`config.mk`:
```
export PLATFORM = sky130hd
export DESIGN_NAME = ulpi_reg_arbiter_flat
export DESIGN_NICKNAME = d
export VERILOG_FILES = /design/src/rtl/ulpi_pkg.sv /design/src/rtl/ulpi_reg_arbiter_if.sv /design/src/rtl/ulpi_rr_arb.sv /design/src/rtl/ulpi_reg_arbiter.sv /design/src/flat_wrapper.sv
export SDC_FILE = /design/constraint.sdc
export NUM_CORES = 1
export LEC_CHECK = 0
export ABC_CLOCK_PERIOD_IN_PS = 2300
export BUFFER_PORTS_ARGS = -buffer_cell sky130_fd_sc_hd__buf_2
export CELL_PAD_IN_SITES_DETAIL_PLACEMENT = 0
export CELL_PAD_IN_SITES_GLOBAL_PLACEMENT = 1
export CORE_ASPECT_RATIO = 0.8
export CORE_MARGIN = 2
export CORE_UTILIZATION = 36
export CTS_CLUSTER_SIZE = 30
export DETAILED_ROUTE_END_ITERATION = 10
export PLACE_DENSITY_LB_ADDON = 0.1
export RECOVER_POWER = 100
export SYNTH_ARGS = -nofsm -noshare
export SYNTH_HDL_FRONTEND = slang
export SYNTH_HIERARCHICAL = 1
export SYNTH_SLANG_ARGS = --single-unit
```
`constraint.sdc`:
```
create_clock -name CLK_60M -period 2.3 [get_ports CLK_60M]
set_input_delay 0.23 -clock CLK_60M [delete_from_list [all_inputs] [get_ports CLK_60M]]
set_output_delay 0.23 -clock CLK_60M [all_outputs]
set_load 0.005 [all_outputs]
```
`src/rtl/ulpi_pkg.sv`:
```
// ------------------------------------------------------------------
// ulpi_pkg : shared types, ULPI register addresses and the PHY
//            init table used by the ULPI register arbiter.
// Rev 1.0
// ------------------------------------------------------------------
`default_nettype none

package ulpi_pkg;

    typedef enum logic [2:0] {
        INIT_WAIT  = 3'd0,
        INIT_ISSUE = 3'd1,
        INIT_BUSY  = 3'd2,
        IDLE       = 3'd3,
        ISSUE      = 3'd4,
        BUSY       = 3'd5,
        RESP       = 3'd6,
        HALT       = 3'd7
    } arb_state_e;

    typedef struct packed {
        logic       rw;
        logic [5:0] addr;
        logic [7:0] wdata;
    } reg_op_t;

    localparam logic [5:0] FUNC_CTRL = 6'h04;
    localparam logic [5:0] OTG_CTRL  = 6'h0A;
    localparam logic [5:0] IFC_CTRL  = 6'h07;

    localparam logic [7:0] FUNC_CTRL_INIT = 8'h45;
    localparam logic [7:0] OTG_CTRL_INIT  = 8'h06;
    localparam logic [7:0] IFC_CTRL_INIT  = 8'h00;

    localparam logic [1:0] INIT_LAST_IDX = 2'd2;

    // Init entries are always register writes.
    function automatic reg_op_t init_entry(input logic [1:0] idx);
        reg_op_t op;
        op.rw = 1'b1;
        case (idx)
            2'd0:    begin op.addr = FUNC_CTRL; op.wdata = FUNC_CTRL_INIT; end
            2'd1:    begin op.addr = OTG_CTRL;  op.wdata = OTG_CTRL_INIT;  end
            default: begin op.addr = IFC_CTRL;  op.wdata = IFC_CTRL_INIT;  end
        endcase
        return op;
    endfunction

endpackage

`default_nettype wire

```
`src/rtl/ulpi_reg_arbiter_if.sv`:
```
// ------------------------------------------------------------------
// ulpi_reg_arbiter_if : ULPI register-access bus between the
//                       arbiter (master) and the ULPI block (slave).
// Rev 1.0
// ------------------------------------------------------------------
`default_nettype none

interface ulpi_reg_arbiter_if;

    logic       ULPI_READY;
    logic       ULPI_REG_EN;
    logic       ULPI_REG_RW;
    logic [5:0] ULPI_REG_ADDR;
    logic [7:0] ULPI_REG_WDATA;
    logic [7:0] ULPI_REG_RDATA;
    logic       ULPI_REG_DONE;
    logic       ULPI_REG_FAIL;

    modport master (
        input  ULPI_READY,
        input  ULPI_REG_RDATA,
        input  ULPI_REG_DONE,
        input  ULPI_REG_FAIL,
        output ULPI_REG_EN,
        output ULPI_REG_RW,
        output ULPI_REG_ADDR,
        output ULPI_REG_WDATA
    );

    modport slave (
        output ULPI_READY,
        output ULPI_REG_RDATA,
        output ULPI_REG_DONE,
        output ULPI_REG_FAIL,
        input  ULPI_REG_EN,
        input  ULPI_REG_RW,
        input  ULPI_REG_ADDR,
        input  ULPI_REG_WDATA
    );

endinterface

`default_nettype wire

```
`src/rtl/ulpi_rr_arb.sv`:
```
// ------------------------------------------------------------------
// ulpi_rr_arb : two-way round-robin grant; the pointer moves only
//               when the owner actually accepts a grant.
// Rev 1.0
// ------------------------------------------------------------------
`default_nettype none

module ulpi_rr_arb (
    input  wire logic clk_i,
    input  wire logic rst_i,
    input  wire logic req_a_i,
    input  wire logic req_b_i,
    input  wire logic update_i,
    output logic      gnt_a_o,
    output logic      gnt_b_o
);

    logic prio_b_q;
    logic prio_b_d;

    always_comb begin
        gnt_a_o  = req_a_i && (!req_b_i || !prio_b_q);
        gnt_b_o  = req_b_i && (!req_a_i ||  prio_b_q);
        prio_b_d = prio_b_q;
        if (update_i && (gnt_a_o || gnt_b_o)) begin
            prio_b_d = gnt_a_o;
        end
    end

    always_ff @(posedge clk_i or posedge rst_i) begin
        if (rst_i) begin
            prio_b_q <= 1'b0;
        end else begin
            prio_b_q <= prio_b_d;
        end
    end

endmodule

`default_nettype wire

```
`src/rtl/ulpi_reg_arbiter.sv`:
```
// ------------------------------------------------------------------
// ulpi_reg_arbiter : runs the PHY init table, then shares the ULPI
//                    register port between requesters A and B.
// Rev 1.0
// ------------------------------------------------------------------
`default_nettype none

module ulpi_reg_arbiter
    import ulpi_pkg::*;
#(
    parameter int MAX_RETRY = 3,
    parameter int TIMEOUT   = 255
) (
    input  wire logic        CLK_60M,
    input  wire logic        RST_A_USB,
    ulpi_reg_arbiter_if.master ulpi,
    input  wire logic        A_REQ,
    input  wire logic        A_RW,
    input  wire logic [5:0]  A_ADDR,
    input  wire logic [7:0]  A_WDATA,
    input  wire logic        B_REQ,
    input  wire logic        B_RW,
    input  wire logic [5:0]  B_ADDR,
    input  wire logic [7:0]  B_WDATA,
    output logic             A_ACK,
    output logic             A_ERR,
    output logic             B_ACK,
    output logic             B_ERR,
    output logic [7:0]       RDATA,
    output logic             INIT_DONE,
    output logic             INIT_FAIL
);

    localparam logic [7:0] C_TIMEOUT   = 8'(TIMEOUT);
    localparam logic [7:0] C_MAX_RETRY = 8'(MAX_RETRY);

    arb_state_e state_q, state_d;
    reg_op_t    hold_q, hold_d;
    logic [1:0] idx_q, idx_d;
    logic [7:0] tmo_q, tmo_d;
    logic [7:0] retry_q, retry_d;
    logic       wait_q, wait_d;
    logic       own_b_q, own_b_d;
    logic       err_q, err_d;
    logic [7:0] rdata_q, rdata_d;
    logic       init_done_q, init_done_d;
    logic       init_fail_q, init_fail_d;
    logic       done_prev_q;
    logic       fail_prev_q;

    logic       w_grant;
    logic       w_gnt_a;
    logic       w_gnt_b;
    logic [7:0] w_tmo_inc;
    logic       w_timeout;
    logic       w_done_rise;
    logic       w_fail_rise;
    logic       w_attempt_fail;
    logic       w_can_retry;

    assign w_grant = (state_q == IDLE) && ulpi.ULPI_READY && (A_REQ || B_REQ);

    ulpi_rr_arb u_rr_arb (
        .clk_i    (CLK_60M),
        .rst_i    (RST_A_USB),
        .req_a_i  (A_REQ),
        .req_b_i  (B_REQ),
        .update_i (w_grant),
        .gnt_a_o  (w_gnt_a),
        .gnt_b_o  (w_gnt_b)
    );

    // A DONE rising together with FAIL is treated as a failed attempt.
    assign w_done_rise    = ulpi.ULPI_REG_DONE && !done_prev_q;
    assign w_fail_rise    = ulpi.ULPI_REG_FAIL && !fail_prev_q;
    assign w_tmo_inc      = (tmo_q == 8'hFF) ? tmo_q : tmo_q + 8'd1;
    assign w_timeout      = (w_tmo_inc == C_TIMEOUT);
    assign w_attempt_fail = w_fail_rise || w_timeout;
    assign w_can_retry    = (retry_q < C_MAX_RETRY);

    always_comb begin
        state_d     = state_q;
        hold_d      = hold_q;
        idx_d       = idx_q;
        tmo_d       = tmo_q;
        retry_d     = retry_q;
        wait_d      = wait_q;
        own_b_d     = own_b_q;
        err_d       = err_q;
        rdata_d     = rdata_q;
        init_done_d = init_done_q;
        init_fail_d = init_fail_q;

        case (state_q)
            INIT_WAIT: begin
                if (ulpi.ULPI_READY) begin
                    hold_d  = init_entry(idx_q);
                    state_d = INIT_ISSUE;
                end
            end

            INIT_ISSUE: begin
                tmo_d   = 8'd0;
                state_d = INIT_BUSY;
            end

            INIT_BUSY: begin
                tmo_d = w_tmo_inc;
                if (w_attempt_fail) begin
                    if (w_can_retry) begin
                        retry_d = retry_q + 8'd1;
                        state_d = INIT_WAIT;
                    end else begin
                        init_fail_d = 1'b1;
                        state_d     = HALT;
                    end
                end else if (w_done_rise) begin
                    retry_d = 8'd0;
                    if (idx_q == INIT_LAST_IDX) begin
                        idx_d       = 2'd0;
                        init_done_d = 1'b1;
                        state_d     = IDLE;
                    end else begin
                        idx_d   = idx_q + 2'd1;
                        state_d = INIT_WAIT;
                    end
                end
            end

            IDLE: begin
                if (w_grant) begin
                    if (w_gnt_b) begin
                        hold_d = '{rw: B_RW, addr: B_ADDR, wdata: B_WDATA};
                    end else begin
                        hold_d = '{rw: A_RW, addr: A_ADDR, wdata: A_WDATA};
                    end
                    own_b_d = w_gnt_b;
                    retry_d = 8'd0;
                    tmo_d   = 8'd0;
                    err_d   = 1'b0;
                    state_d = ISSUE;
                end
            end

            ISSUE: begin
                tmo_d   = 8'd0;
                wait_d  = 1'b0;
                state_d = BUSY;
            end

            BUSY: begin
                // After a failed attempt the re-issue waits here for READY.
                if (wait_q) begin
                    if (ulpi.ULPI_READY) begin
                        wait_d  = 1'b0;
                        state_d = ISSUE;
                    end
                end else begin
                    tmo_d = w_tmo_inc;
                    if (w_attempt_fail) begin
                        if (w_can_retry) begin
                            retry_d = retry_q + 8'd1;
                            if (ulpi.ULPI_READY) begin
                                state_d = ISSUE;
                            end else begin
                                wait_d = 1'b1;
                            end
                        end else begin
                            err_d   = 1'b1;
                            rdata_d = 8'h00;
                            state_d = RESP;
                        end
                    end else if (w_done_rise) begin
                        err_d   = 1'b0;
                        rdata_d = hold_q.rw ? 8'h00 : ulpi.ULPI_REG_RDATA;
                        state_d = RESP;
                    end
                end
            end

            RESP: begin
                state_d = IDLE;
            end

            HALT: begin
                state_d = HALT;
            end

            default: begin
                state_d = INIT_WAIT;
            end
        endcase
    end

    always_ff @(posedge CLK_60M or posedge RST_A_USB) begin
        if (RST_A_USB) begin
            state_q     <= INIT_WAIT;
            hold_q      <= '0;
            idx_q       <= 2'd0;
            tmo_q       <= 8'd0;
            retry_q     <= 8'd0;
            wait_q      <= 1'b0;
            own_b_q     <= 1'b0;
            err_q       <= 1'b0;
            rdata_q     <= 8'h00;
            init_done_q <= 1'b0;
            init_fail_q <= 1'b0;
            done_prev_q <= 1'b0;
            fail_prev_q <= 1'b0;
        end else begin
            state_q     <= state_d;
            hold_q      <= hold_d;
            idx_q       <= idx_d;
            tmo_q       <= tmo_d;
            retry_q     <= retry_d;
            wait_q      <= wait_d;
            own_b_q     <= own_b_d;
            err_q       <= err_d;
            rdata_q     <= rdata_d;
            init_done_q <= init_done_d;
            init_fail_q <= init_fail_d;
            done_prev_q <= ulpi.ULPI_REG_DONE;
            fail_prev_q <= ulpi.ULPI_REG_FAIL;
        end
    end

    assign ulpi.ULPI_REG_EN    = (state_q == ISSUE) || (state_q == INIT_ISSUE);
    assign ulpi.ULPI_REG_RW    = hold_q.rw;
    assign ulpi.ULPI_REG_ADDR  = hold_q.addr;
    assign ulpi.ULPI_REG_WDATA = hold_q.wdata;

    assign A_ACK     = (state_q == RESP) && !err_q && !own_b_q;
    assign A_ERR     = (state_q == RESP) &&  err_q && !own_b_q;
    assign B_ACK     = (state_q == RESP) && !err_q &&  own_b_q;
    assign B_ERR     = (state_q == RESP) &&  err_q &&  own_b_q;
    assign RDATA     = rdata_q;
    assign INIT_DONE = init_done_q;
    assign INIT_FAIL = init_fail_q;

endmodule

`default_nettype wire

```
`src/flat_wrapper.sv`:
```
// flat-port wrapper written by rule: the top's interface ports become plain ports
module ulpi_reg_arbiter_flat import ulpi_pkg::*;
#(
    parameter int MAX_RETRY = 3,
    parameter int TIMEOUT   = 255
)
  (CLK_60M, RST_A_USB, A_REQ, A_RW, A_ADDR, A_WDATA, B_REQ, B_RW, B_ADDR, B_WDATA, A_ACK, A_ERR, B_ACK, B_ERR, RDATA, INIT_DONE, INIT_FAIL, ulpi_ULPI_READY, ulpi_ULPI_REG_RDATA, ulpi_ULPI_REG_DONE, ulpi_ULPI_REG_FAIL, ulpi_ULPI_REG_EN, ulpi_ULPI_REG_RW, ulpi_ULPI_REG_ADDR, ulpi_ULPI_REG_WDATA);
  ulpi_reg_arbiter_if ulpi_i ();
  input  wire logic CLK_60M;
  input  wire logic RST_A_USB;
  input  wire logic A_REQ;
  input  wire logic A_RW;
  input  wire logic [5:0] A_ADDR;
  input  wire logic [7:0] A_WDATA;
  input  wire logic B_REQ;
  input  wire logic B_RW;
  input  wire logic [5:0] B_ADDR;
  input  wire logic [7:0] B_WDATA;
  output logic A_ACK;
  output logic A_ERR;
  output logic B_ACK;
  output logic B_ERR;
  output logic [7:0] RDATA;
  output logic INIT_DONE;
  output logic INIT_FAIL;
  input wire logic [$bits(ulpi_i.ULPI_READY)-1:0] ulpi_ULPI_READY;
  input wire logic [$bits(ulpi_i.ULPI_REG_RDATA)-1:0] ulpi_ULPI_REG_RDATA;
  input wire logic [$bits(ulpi_i.ULPI_REG_DONE)-1:0] ulpi_ULPI_REG_DONE;
  input wire logic [$bits(ulpi_i.ULPI_REG_FAIL)-1:0] ulpi_ULPI_REG_FAIL;
  output wire logic [$bits(ulpi_i.ULPI_REG_EN)-1:0] ulpi_ULPI_REG_EN;
  output wire logic [$bits(ulpi_i.ULPI_REG_RW)-1:0] ulpi_ULPI_REG_RW;
  output wire logic [$bits(ulpi_i.ULPI_REG_ADDR)-1:0] ulpi_ULPI_REG_ADDR;
  output wire logic [$bits(ulpi_i.ULPI_REG_WDATA)-1:0] ulpi_ULPI_REG_WDATA;
  assign ulpi_i.ULPI_READY = ulpi_ULPI_READY;
  assign ulpi_i.ULPI_REG_RDATA = ulpi_ULPI_REG_RDATA;
  assign ulpi_i.ULPI_REG_DONE = ulpi_ULPI_REG_DONE;
  assign ulpi_i.ULPI_REG_FAIL = ulpi_ULPI_REG_FAIL;
  assign ulpi_ULPI_REG_EN = ulpi_i.ULPI_REG_EN;
  assign ulpi_ULPI_REG_RW = ulpi_i.ULPI_REG_RW;
  assign ulpi_ULPI_REG_ADDR = ulpi_i.ULPI_REG_ADDR;
  assign ulpi_ULPI_REG_WDATA = ulpi_i.ULPI_REG_WDATA;
  ulpi_reg_arbiter #(.MAX_RETRY(MAX_RETRY), .TIMEOUT(TIMEOUT)) u_core (.CLK_60M(CLK_60M), .RST_A_USB(RST_A_USB), .ulpi(ulpi_i), .A_REQ(A_REQ), .A_RW(A_RW), .A_ADDR(A_ADDR), .A_WDATA(A_WDATA), .B_REQ(B_REQ), .B_RW(B_RW), .B_ADDR(B_ADDR), .B_WDATA(B_WDATA), .A_ACK(A_ACK), .A_ERR(A_ERR), .B_ACK(B_ACK), .B_ERR(B_ERR), .RDATA(RDATA), .INIT_DONE(INIT_DONE), .INIT_FAIL(INIT_FAIL));
endmodule
```
# Word level (Yosys, flattened, before mapping)

Cells that the tools add are included.

Flip-flop bits (word level): 52
Bits in latches: 0
Memory bits (writable): 0
Bits in read-only memories: 0
Logic and storage cells: 131
Memories kept: 0

Add/subtract/negate cells: 3
$mul: 0
Div/mod/pow operators: 0
Order comparisons: 1
Equality and inequality tests: 20
Shift operators: 0
Mux-type cells: 43
Bitwise logic cells: 3
Reduce and logical (&&, ||, !) cells: 45

Operators by type and width:

| operator            | count |
|---|---|
| $mux 8              | 12 |
| $mux 15             | 3 |
| $pmux 8 s4          | 1 |
| $mux 3              | 10 |
| $pmux 15 s2         | 1 |
| $pmux 12 s2         | 1 |
| $pmux 3 s8          | 1 |
| $pmux 8 s3          | 1 |
| $add 8x1->8 const B | 2 |
| $eq 8x8->1 const B  | 2 |
| $logic_and 1x1->1   | 13 |
| $eq 3x3->1 const B  | 4 |
| $reduce_and 3->1    | 4 |
| $reduce_and 4->1    | 3 |
| $reduce_and 5->1    | 2 |
| $mux 1              | 9 |
| $lt 8x2->1 const B  | 1 |
| $ne 2x2->1 const B  | 4 |
| $reduce_bool 2->1   | 4 |
| $logic_not 1->1     | 7 |
| $eq 3x2->1 const B  | 2 |
| $logic_or 1x1->1    | 6 |
| $ne 3x1->1 const B  | 2 |
| $mux 2              | 2 |
| 15 further kinds    | 18 |

# Depth between registers and ports, before layout

Gate-level depths: netlist of the first run.

Depth after elaboration: 7
Depth in mapped cells: 11
Gate-level depth less buffers: 8

# Cells and area by module

The synthesis of the first run kept the hierarchy.

By module, submodules not included:

| module           | times used | cells each | area an instance (um^2) | sequential area each (um^2) |
|---|---|---|---|---|
| ulpi_reg_arbiter | 1          | 315        | 2871.5                  | 1276.2 |
| ulpi_rr_arb      | 1          | 7          | 58.8                    | 25.0 |

# Worst setup path before layout of the first run

OpenSTA, ideal clock, no wires.

Kind: flip-flop to flip-flop
Start: register u_core.tmo_q[0]
End: register u_core.rdata_q[0], in the netlist u_core/RDATA[0]
Setup time: 79 ps
Arrival time: 2218 ps
Required time: 2221 ps
Path slack: 3 ps
Stages on the path, launching flop included: 9
Clock period less this slack: 2297 ps
Cells stage by stage: dfrtp_1 -> ha_1 -> or4_1 -> a32o_1 -> o21ai_2 -> nor2_1 -> nor3b_2 -> buf_6 -> mux2i_1

Longest elaborated chain between the ends: 6
Elaborated cells on any way between the ends: 9
Those cells by class: 1 x add/sub; 3 x eq/ne; 2 x mux; 3 x reduce/logical

RTL lines:

| item                                                             | line                    | source |
|---|---|---|
| from (decl)                                                      | ulpi_reg_arbiter.sv:40  | `logic [7:0] tmo_q, tmo_d;` |
| from (signal assigned)                                           | ulpi_reg_arbiter.sv:214 | `tmo_q <= tmo_d;` |
| $add 8x1->8 / $eq 8x8->1 (equally long branches)                 | ulpi_reg_arbiter.sv:76  | `assign w_tmo_inc = (tmo_q == 8'hFF) ? tmo_q : tmo_q + 8'd1;` |
| $mux 8 (*)                                                       | ulpi_reg_arbiter.sv:76  |  |
| $eq 8x8->1 (*)                                                   | ulpi_reg_arbiter.sv:77  | `assign w_timeout = (w_tmo_inc == C_TIMEOUT);` |
| $logic_or 1x1->1 (*)                                             | ulpi_reg_arbiter.sv:78  | `assign w_attempt_fail = w_fail_rise \|\| w_timeout;` |
| $ne 2x2->1 (no line) / $reduce_bool 2->1 (equally long branches) | n/a                     |  |
| $reduce_and 4->1 (no line)                                       | n/a                     |  |
| to (signal assigned)                                             | ulpi_reg_arbiter.sv:219 | `rdata_q <= rdata_d;` |
| to (decl)                                                        | ulpi_reg_arbiter.sv:45  | `logic [7:0] rdata_q, rdata_d;` |

Every way passes the cells marked *; elsewhere a longest branch is shown, timed or not.
A chain may end at the register's enable or synchronous reset.

# Final worst setup path of the first run

Start: register u_core.tmo_q[2]
End: register u_core.rdata_q[0], in the netlist u_core/RDATA[0]

The elaborated chain is that of the path after synthesis.

==> run summary, run 1 <==
Peak VDD IR: 0.000319 V
Worst Path Arrival: 2540 ps
I/O pin count: 75
Die ar.: 8860 um2
chip width: 105 um
Worst slew margin: 43.2%
CP Cell Sequence: nand2_1 -> or4_4 -> a32o_2 -> o21ai_4 -> nor2_4 -> nor3b_2 -> buf_6 -> mux2i_2
drt first-iter violations: 173
Final #Nets: 463
Tcrit/Tclk final: 101%
num rows: 29
Clk pwr share: 12.7%
Worst Path Buf+Inv: 1
global-route wire length before repair: 13,000 um
DR WL/cell: 14.8 um
Clock Tree Root: clkbuf_8
DRC: 0
Inserted Clock Buffers: 5
Psw: 1.68 mW
kind of start point of the critical path: flip-flop
CP delay by family, top: simple AND/OR/NAND/NOR gates
final instance area: 3720 um2
failing checks: setup timing
Logic pwr share: 49.8%
total grt overflow: 0
Seq pwr share: 37.5%
fin. max-slew vios: 0
initial antenna violation count: 0
initial core utilization: 37.0%
input/output buffers: 74
worst setup margin: -21.8 ps
Diodes inserted: 0
Finished Layout Cells: 524
P_int: 2.31 mW
Tmin final: 2320 ps
dpl hpwl: 5720 um
outcome: finished, violations left
crit-path max cell delay: 540 ps
Worst Hold Class: in -> reg
Max FO, Critical Path: 8
Setup WS pre-CTS: -146 ps
share of cells above drive strength 1: 29.1%
Mean Syn Cell Area: 9.11 um2
largest net degree at the start of global routing: 31
Post-DP Area: 3560 um2
total power: 3.99 mW
post-synthesis instance total: 321
Clock Tree Buf Depth: 2
max-capacitance violation count: 0
final WL: 7780 um
CP max-delay cell: or4_4
most common cell after layout, fill and taps aside: buf_2
P&R area growth vs syn: 27.3%
Inst Count DP: 510
Num Clock Sinks: 52
vias in the first global route: 2,648
PwrDens: 1070 nW/um2
synth warn: 6
CTS tree: built
sw frac: 42.1%
via count: 2,683
Global Route Usage Sum: 18.1%
vias per inst: 5.12
ANT nets after route: 0
Mapped Area: 2920 um2
die height: 84.6 um
WP data required: 2520 ps
DRT Pass-1 Iters: 4
GPL Wtd Cong: 0.875
H-tree levels: 2
commonest non-fill, non-tap cells in the layout: buf_2 (56), dfrtp_1 (50), nand2_1 (45)
unrepaired setup endpoints after global routing: true
Max Clock Freq: 0.431 GHz
Reg clk slew, reported paths: 90 ps
Worst-Skew Late Latency: 300 ps
Fin Setup TNS: -32.6 ps
crit path kind: reg -> reg
worst slew pin tran: 851 ps
utilization after layout: 47.0%
Synth Net Count: 368
WHS: 43.7 ps
core box area: 7910 um2
Final Hold Violating Endpoints: 0
Critical Path End Type: flip-flop
LEAKAGE: 1.73 nW
final setup skew: 3.17 ps
Final setup viols: 2
-- worst register-to-register path: stages, from the launching register on --
cell and delay, ps:
dfrtp_2 450, nand2_1 100, or4_4 540, a32o_2 310, o21ai_4 190, nor2_4 50
nor3b_2 220, buf_6 180, mux2i_2 210
-- cell type report --
type                    count  area, um2
flip-flops and latches     52       1300
repair buffers            110        622
multi-input cells         229       1510
fillers                   802       4190
inverters                  18       67.6
clock buffers               5       68.8
well taps                 108        135
clock inverters             2       12.5
-- metal layers --
layer | track usage [%] | share of wire (%) | up-vias
li1 | - | - | 1339
met1 | 25.3 | 50 | 1263
met2 | 28.5 | 44 | 74
met3 | 4.43 | 5.7 | 7
met4 | 4.36 | 0.84 | 0
met5 | 0 | 0 | -
-- sequential cells by signal, indices dropped and copies added (netlist names), 2 cells and up --
name	count
u_core/RDATA	8
u_core/retry_q	8
u_core/tmo_q	8
u_core/ulpi.ULPI_REG_WDATA	8
u_core/ulpi.ULPI_REG_ADDR	6
u_core/state_q	3
u_core/idx_q	2
-- final timing paths --
kind                                                from                             to  slack, ps  cells after the start
min in group asynchronous                      RST_A_USB       u_core/u_rr_arb/prio_b_q        300                      3
setup / recovery                         u_core/tmo_q[2]                u_core/RDATA[0]        -20                      8
max in group asynchronous                      RST_A_USB                u_core/tmo_q[2]        390                      4
hold reg to reg            u_core/ulpi.ULPI_REG_WDATA[2]  u_core/ulpi.ULPI_REG_WDATA[2]        490                      2
setup reg to reg                         u_core/tmo_q[2]                u_core/RDATA[0]        -20                      8
hold / removal                        ulpi_ULPI_REG_DONE             u_core/done_prev_q         40                      1
-- power by group through the flow --
stage	clock (mW)	combinational [mW]	sequential, mW
2_1_floorplan	0	1.22	1.45
3_3_place_gp	0	1.97	1.49
3_5_place_dp	0	1.96	1.49
4_1_cts	0.531	1.98	1.48
5_1_grt	0.575	2.23	1.55
6_report	0.508	1.99	1.50
-- what timing repair did --
action / 4_1_cts / 5_1_grt
setup buffers: 2 / 4
pin swaps: 7 / 6
hold buffers: 1 / 0
gates resized for setup: 9 / 11
endpoints found under the hold margin: 22 / 0
setup endpoints to repair: 16 / 22
(Power assumes the default switching activity.)
==> run 2: changes to the inputs <==
--- a/config.mk
+++ b/config.mk
@@ -11,11 +11,12 @@
 export CELL_PAD_IN_SITES_GLOBAL_PLACEMENT = 1
 export CORE_ASPECT_RATIO = 0.8
 export CORE_MARGIN = 2
-export CORE_UTILIZATION = 36
+export CORE_UTILIZATION = 35
 export CTS_CLUSTER_SIZE = 30
 export DETAILED_ROUTE_END_ITERATION = 10
 export PLACE_DENSITY_LB_ADDON = 0.1
 export RECOVER_POWER = 100
+export SLEW_MARGIN = 20
 export SYNTH_ARGS = -nofsm -noshare
 export SYNTH_HDL_FRONTEND = slang
 export SYNTH_HIERARCHICAL = 1
==> run 2 against run 1 <==
Net effect:
- the flow still finishes with violations (setup timing)
- register-to-register slack got worse by 60 ps
- fmax is 2.5% lower
- combinational power about the same
- clock skew is 2.8 ps higher
- sequential share of layout area is 0.52 points lower
- power rose by 3.1%
- hold slack got worse by 16 ps
- non-clock buffer count unchanged
- utilization about the same
- sequential cell count unchanged
- routed wire length rose by 2.1%
==> run summary, run 2 (synthesis gave the netlist of run 1 again) <==
most common cell after layout, fill and taps aside: buf_2
kind of start point of the critical path: flip-flop
WP data required: 2540 ps
I/O pin count: 75
Max FO, Critical Path: 8
Post-DP Area: 3570 um2
Max Clock Freq: 0.420 GHz
Tmin final: 2380 ps
Worst slew margin: 35.1%
final WL: 7940 um
largest net degree at the start of global routing: 40
Setup WS pre-CTS: -210 ps
failing checks: setup timing
Metal-1 WL: 4020 um
vias in the first global route: 2,568
num rows: 29
chip width: 106 um
metal2 WL: 3450 um
vias per inst: 5.14
WHS: 27.9 ps
Reg clk slew, reported paths: 100 ps
Final setup viols: 12
DR WL/cell: 15.1 um
Final Hold Violating Endpoints: 0
utilization after layout: 47.0%
Global Route Usage Sum: 18.4%
Worst-Skew Late Latency: 320 ps
GPL Wtd Cong: 0.860
WL met3: 379 um
Diodes inserted: 0
die height: 85.7 um
CTS tree: built
via count: 2,698
Inserted Clock Buffers: 5
total grt overflow: 0
outcome: finished, violations left
initial antenna violation count: 0
Tcrit/Tclk final: 104%
fin. max-slew vios: 0
Clock Tree Buf Depth: 2
DRT Pass-1 Iters: 4
max-capacitance violation count: 0
core box area: 8020 um2
LEAKAGE: 1.75 nW
commonest non-fill, non-tap cells in the layout: buf_2 (60), dfrtp_1 (52), nand2_1 (45)
Clock Tree Root: clkbuf_8
drt first-iter violations: 162
initial core utilization: 36.4%
Critical Path End Type: flip-flop
worst slew pin tran: 973 ps
share of cells above drive strength 1: 30.0%
PwrDens: 1090 nW/um2
Worst Hold Class: in -> reg
DRC: 0
Num Clock Sinks: 52
dpl hpwl: 5790 um
global-route wire length before repair: 13,200 um
final setup skew: 6.02 ps
P&R area growth vs syn: 29.0%
top layer in use: met4
Peak VDD IR: 0.000356 V
final instance area: 3770 um2
unrepaired setup endpoints after global routing: true
H-tree levels: 2
worst setup margin: -82.1 ps
Die ar.: 9100 um2
Worst Path Arrival: 2620 ps
crit path kind: reg -> reg
input/output buffers: 74
Final #Nets: 463
ANT nets after route: 0
## run 2: cell types whose count changed in the layout (fill, tap and decap cells not counted), sizes merged
cell and change:
buf +5, inv +1, clkinv -1, clkbuf -5
bufinv +1
## run 2: report_power, final
part,total [mW],switching (mW),internal [mW]
sequential,1.44,0.204,1.23
combinational,2.02,1.17,0.851
clock,0.664,0.336,0.328
## run 2: area by class of cell
type,count,area [um2]
Clock buffer,5,68.8
Clock inverter,3,46.3
Fill cell,781,4250
Inverter,18,67.6
Multi-Input combinational cell,229,1530
Sequential cell,52,1300
Tap cell,108,135
Timing Repair Buffer,110,624
## run 2: repair_timing
item	CTS	global route
setup buffers	3	1
endpoints found under the setup margin	22	23
pin swaps	10	8
hold endpoints to repair	13	0
gates resized for setup	11	7
gates cloned	0	0
hold buffers	1	0
## run 2: per-stage QoR
step                TNS [ps]  cells  power, mW
floorplan                  0    321       2.67
global placement        -520    512       3.45
detailed placement     -1940    512       3.45
CTS                     -613    524       4.16
global route           -2590    525       4.46
finish                  -662    525       4.12
## run 2: worst max-delay path, stage by stage, from the launching register on
cell,delay [ps]
dfrtp_1,410
ha_2,210
buf_6,140
a31o_2,230
a32o_1,210
o2111ai_2,130
o21ai_4,110
buf_4,150
and2_4,150
nor3b_4,190
buf_6,180
mux2i_1,190
## run 2: worst paths after layout
path,from,to,cells after the start,slack (ps)
setup / recovery,u_core/tmo_q[0],u_core/RDATA[3],11,-80
hold / removal,ulpi_ULPI_REG_FAIL,u_core/fail_prev_q,1,30
setup reg to reg,u_core/tmo_q[0],u_core/RDATA[3],11,-80
hold reg to reg,u_core/INIT_FAIL,u_core/INIT_FAIL,1,480
max in group asynchronous,RST_A_USB,u_core/RDATA[2],4,470
min in group asynchronous,RST_A_USB,u_core/u_rr_arb/prio_b_q,3,290
## run 2: layer usage
| metal | up-vias | global-route usage, % |
|---|---|---|
| met3 | 6 | 4.56 |
| met4 | 0 | 5.38 |
| met1 | 1274 | 27.3 |
| li1 | 1339 | - |
| met2 | 79 | 26.5 |
| met5 | - | 0 |
